--- src/rtl/alu_writeback.sv ---
// alu_writeback: ALU result writeback, 32x8 register file and AVR-style SREG.
// Ports: issue_*/alu_*/stall in, rd_* read ports, sreg, wb_done, busy; macro WB_BYPASS_EN.
module alu_writeback #(
  parameter int NREGS = 32,
  parameter int AW    = 5
) (
  input  logic          clk,
  input  logic          rst,
  input  logic          issue_valid,
  output logic          issue_ready,
  input  logic [AW-1:0] issue_rd,
  input  logic [3:0]    issue_mode,
  input  logic          issue_wb,
  input  logic [7:0]    alu_out,
  input  logic [2:0]    alu_flags,
  input  logic          stall,
  input  logic [AW-1:0] rd_addr_a,
  input  logic [AW-1:0] rd_addr_b,
  output logic [7:0]    rd_data_a,
  output logic [7:0]    rd_data_b,
  input  logic          sreg_we,
  input  logic [7:0]    sreg_wdata,
  output logic [7:0]    sreg,
  output logic          wb_done,
  output logic          busy
);

  localparam logic [1:0] S_IDLE   = 2'd0;
  localparam logic [1:0] S_SAMPLE = 2'd1;
  localparam logic [1:0] S_COMMIT = 2'd2;

  logic [1:0]    r_state;
  logic [AW-1:0] r_rd;
  logic [3:0]    r_mode;
  logic          r_wb;
  logic [7:0]    r_res;
  logic [2:0]    r_flags;
  logic [7:0]    r_sreg;
  logic          r_wb_done;
  logic [7:0]    r_rf [NREGS];

  logic          w_commit;
  logic [7:0]    w_sreg_next;
  logic          w_n;
  logic          w_v;

  assign w_commit = (r_state == S_COMMIT) && !stall;

  // r_flags holds {Z,C,S}; moves leave SREG untouched
  always_comb begin
    w_sreg_next = r_sreg;
    w_n = r_flags[0];
    w_v = r_sreg[3];
    if (!(r_mode inside {4'b0010, 4'b0011})) begin
      if (r_mode inside {4'b0100, 4'b0101, 4'b0110})
        w_v = 1'b0;
      if (r_mode inside {4'b0000, 4'b0001, 4'b0111,
                         4'b1000, 4'b1001, 4'b1111})
        w_sreg_next[0] = r_flags[1];
      w_sreg_next[1] = r_flags[2];
      w_sreg_next[2] = w_n;
      w_sreg_next[3] = w_v;
      w_sreg_next[4] = w_n ^ w_v;
    end
  end

  always_ff @(posedge clk) begin
    if (rst) begin
      r_state   <= S_IDLE;
      r_rd      <= '0;
      r_mode    <= '0;
      r_wb      <= 1'b0;
      r_res     <= '0;
      r_flags   <= '0;
      r_sreg    <= '0;
      r_wb_done <= 1'b0;
      for (int i = 0; i < NREGS; i++)
        r_rf[i] <= '0;
    end else begin
      r_wb_done <= 1'b0;
      case (r_state)
        S_IDLE: begin
          if (issue_valid) begin
            r_rd    <= issue_rd;
            r_mode  <= issue_mode;
            r_wb    <= issue_wb;
            r_state <= S_SAMPLE;
          end
        end
        // ALU output settles one cycle after issue
        S_SAMPLE: begin
          r_res   <= alu_out;
          r_flags <= alu_flags;
          r_state <= S_COMMIT;
        end
        S_COMMIT: begin
          if (w_commit) begin
            if (r_wb)
              r_rf[r_rd] <= r_res;
            r_sreg    <= w_sreg_next;
            r_wb_done <= 1'b1;
            r_state   <= S_IDLE;
          end
        end
        default: r_state <= S_IDLE;
      endcase
      // direct write overrides any flag update this cycle
      if (sreg_we)
        r_sreg <= sreg_wdata;
    end
  end

`ifdef WB_BYPASS_EN
  logic w_fwd;
  assign w_fwd = w_commit && r_wb;
  assign rd_data_a = (w_fwd && rd_addr_a == r_rd) ? r_res
                                                  : r_rf[rd_addr_a];
  assign rd_data_b = (w_fwd && rd_addr_b == r_rd) ? r_res
                                                  : r_rf[rd_addr_b];
`else
  assign rd_data_a = r_rf[rd_addr_a];
  assign rd_data_b = r_rf[rd_addr_b];
`endif

  assign sreg        = r_sreg;
  assign wb_done     = r_wb_done;
  assign busy        = (r_state != S_IDLE);
  assign issue_ready = (r_state == S_IDLE);

endmodule

--- config.mk ---
export PLATFORM = sky130hd
export DESIGN_NAME = alu_writeback
export DESIGN_NICKNAME = d
export VERILOG_FILES = /design/src/rtl/alu_writeback.sv
export SDC_FILE = /design/constraint.sdc
export NUM_CORES = 1
export LEC_CHECK = 0
export CAP_MARGIN = 15
export CORE_AREA = 2 2 249 251
export CTS_CLUSTER_DIAMETER = 50
export CTS_CLUSTER_SIZE = 28
export DETAILED_ROUTE_END_ITERATION = 7
export DIE_AREA = 0 0 251 253
export PLACE_DENSITY = 0.4
export SLEW_MARGIN = 40
export SYNTH_ARGS = -nofsm -noshare
export SYNTH_HDL_FRONTEND = slang
export SYNTH_SLANG_ARGS = --single-unit
--- constraint.sdc ---
create_clock -name clk -period 6.9 [get_ports clk]
set_input_delay 2.07 -clock clk [delete_from_list [all_inputs] [get_ports clk]]
set_output_delay 2.07 -clock clk [all_outputs]
set_load 0.01 [all_outputs]
==> metrics.md <==
| Metric | Value |
|---|---|
| Synth Area in Compound Gates | 1.26% |
| Post-synth design cell area | about 15,000 sq um |
| Slew margin rel. | 42.6% |
| Crit Path Category | in2out |
| Layout area overhead | 21.0% |
| Slowest-stage cell, CP | mux4_2 |
| Via density | ~4.7 |
| Worst hold stages | 2 |
| Iteration-0 DRC Markers | 520 |
| Design area | 18,200 sq um |
| Hold Violations, Final | 0 |
| Outcome | finished, final reports clean |
| Yosys cell types | 32 |
| Net Count, Synth | 1,030 |
| CTS tree | done |
| Post-synthesis instance total | 986 |
| Seq cells post-synth | 288 |
| Commonest cells in the netlist | 258 x and2_1, 256 x edfxtp_1, 160 x mux4_2 |
| VDD IR max | 0.000140 V |
| # setup viols final | 0 |
| Layout cells sized above 1 | 29.9% |
| CTS Sinks | between 200 and 300 |
| Via count | 8,741 |
| Largest net degree at the start of global routing | 64 |
| CP arrival | 4.48 ns |
| Most used cell, CP | mux4_2 |
| I/O Buffers | 70 |
| Row count | 91 |
| Synth Area in Simple Gates | 15.3% |
| Ant. Diodes | 0 |
| CP Cell Sequence | buf_4, buf_12, mux4_2, mux4_2, mux2_2, clkdlybuf4s50_1 |
| WL/cell | 24.4 um |
| Clk pin slew, worst setup/hold paths | 0.05 ns |
| Max Clk Rate | 153 MHz |
| Ys flop type | edfxtp_1 |
| Fraction of registers with async set/reset | 0% |
| CTS resizes | 0 |
| # fillers | 6,086 |
| Number of nets with antenna violations after routing | 0 |
| Most common cell in the netlist | and2_1 |
| Starting Density | approximately 25% |
| Tightest Pin Transition | 0.858 ns |
| Initial DRT Pass Iterations | 4 |
| Synthesized-area fraction occupied by adder cells | 0% |
| Register area share after synthesis | a little under three fifths |
| Biggest area consumer among synthesized cells | edfxtp_1 |
| GRT overflow | 0 |
| Non-filler cells, final | between 1,500 and 2,000 |
| Worst R2R Path Depth | 5 |
| Tcrit/Tclk final | around 95% |
| Final setup TNS | 0 ns |
| H-tree depth | 2 |
| Cell Area, Placed | 16,700 sq um |
| Combinational family with the most area after synthesis | multiplexers |
| Post-synth top area share | between 50% and 60% |
| R2R Path Start | r_state[0] |
| Total GRT Usage | 14.8% |
| Crit start category | input pin |
| Start point of the critical path | rd_addr_a[1] |
| Critical path required time | 4.83 ns |
| Post-synth EDFFs | 256 |
| Worst hold start | r_res[3] |
| DRC viols | 0 |
| Clock Latency Late Sink | 0.58 ns |
| CP peak stage delay | 0.58 ns |
| Yosys warns | 0 |
| Post-CTS Hold Buffers | 0 |
| Max Clock Skew | 0.0243 ns |
| Period minus WS final | 6.55 ns |
| RSZ-0062 raised after global routing | no |
| Worst min-delay path class | reg2reg |
| Final core occ | ~30% |
| Die width | 251 um |
| WHS | 0.453 ns |
| Post-Synth XOR/XNOR Area | 0% |
| Final HPWL DP | 32,600 um |
| Core box area | 61,000 sq um |
| CTS root buffer | clkbuf_16 |
| Dpl cells | ~1,800 |
| Post-CTS Setup Repair Bufs | 0 |
| Pwr dens | 263 nW/um^2 |
| Mux contribution to synthesized area | between 20% and 30% |
| Pwr Total | 4.78 mW |
| Total CTS buffers | 44 |
| Final setup margin | roughly 0.35 ns |
| Nets | 1,095 |
| Top cells by area, synth | edfxtp_1 51%, mux4_2 24%, and2_1 11% |
| Final slew viol count | 0 |
| Setup crit end kind | output pin |
| Leakage | around 6.3 nW |
| Vias in the first global route | 9,147 |
| Syn Area/Cell | 15.3 sq um |
| Max_cap viols | 0 |
| Clk buf depth | 3 |
| Die H | 253 um |
| Ports | 71 |
| Initial antenna violation count | 3 |
| Global-route wire length before repair | approximately 68,000 um |
| Pre-CTS WS | around 0.36 ns |
| Detailed Route WL | approximately 46,000 um |
| Critical path fanouts, max | 32 |
| Die Area | 63,500 sq um |
| RD Place Congestion | about 0.76 |
-- path summary, 6_finish.rpt --
| check | end | slack, ns |
|---|---|---|
| setup / recovery | rd_data_a[7] | 0.35 |
| hold / removal | r_res[3] | 0.45 |
| setup reg to reg | r_rf[8][4] | 4.13 |
| hold reg to reg | r_res[3] | 0.45 |
-- worst max-delay path: cells and delay by family --
| family | cells | cell delay, ns |
|---|---|---|
| mux | 3 | 1.46 |
| buf+inv | 3 | 0.91 |
-- layout make-up --
class                      instances  area, sq um  area share (%)
clock buffer                      50         1170            6.41
clock inverter                    32          353            1.94
inverter                           4         15.0          0.0825
multi-input combinational        615         6340            34.8
sequential                       288         8330            45.8
tap                              790          988            5.43
timing repair buffer              98         1000            5.51
-- cell usage in the layout, fill, tap and decap left out, types with 2 or more instances in the layout --
cell / netlist / routed
and2_1: 258 / 258
edfxtp_1: 256 / 256
mux4_2: 160 / 160
clkdlybuf4s50_1: 0 / 65
clkbuf_16: 0 / 46
nand2_1: 45 / 45
nor2_1: 43 / 42
or2_2: 34 / 34
dfxtp_1: 32 / 30
a21oi_1: 25 / 25
buf_4: 12 / 21
mux2_2: 16 / 16
buf_12: 0 / 9
inv_6: 0 / 8
mux2i_1: 6 / 6
clkinvlp_4: 0 / 6
clkinv_2: 0 / 5
inv_1: 4 / 4
nand4_1: 4 / 4
nand4b_1: 4 / 4
bufinv_16: 0 / 4
clkbuf_1: 43 / 4
clkinv_4: 0 / 4
a211oi_1: 3 / 3
nand2b_1: 3 / 3
nor2b_1: 3 / 3
buf_2: 2 / 3
dfxtp_2: 0 / 2
-- power breakdown --
group | switching (mW) | internal (mW)
clock | 0.912 | 1.40
combinational | 0.242 | 0.230
sequential | 0.0453 | 1.96
-- cells by family (layout without fill, tap and decap cells) --
kind of cell           count (synthesis)  count (layout)
buffers and inverters                 83             184
flip-flops                           288             288
AO/OA/AOI/OAI                         33              33
multiplexers                         182             182
AND/OR/NAND/NOR                      400             400
-- state kept, by name (all words and copies together), names as in the netlist --
register,count
r_flags,3
r_mode,4
r_rd,5
r_res,8
r_rf,256
r_state,2
r_wb,1
sreg,8
wb_done,1
-- routing by layer --
layer	share of wire, %	vias to the layer above	GRT usage [%]
li1	-	3900	-
met1	47	4549	20.9
met2	45	238	22.7
met3	5.9	54	3.38
met4	2.0	0	4.03
met5	0	-	0
(Power assumes the default switching activity.)
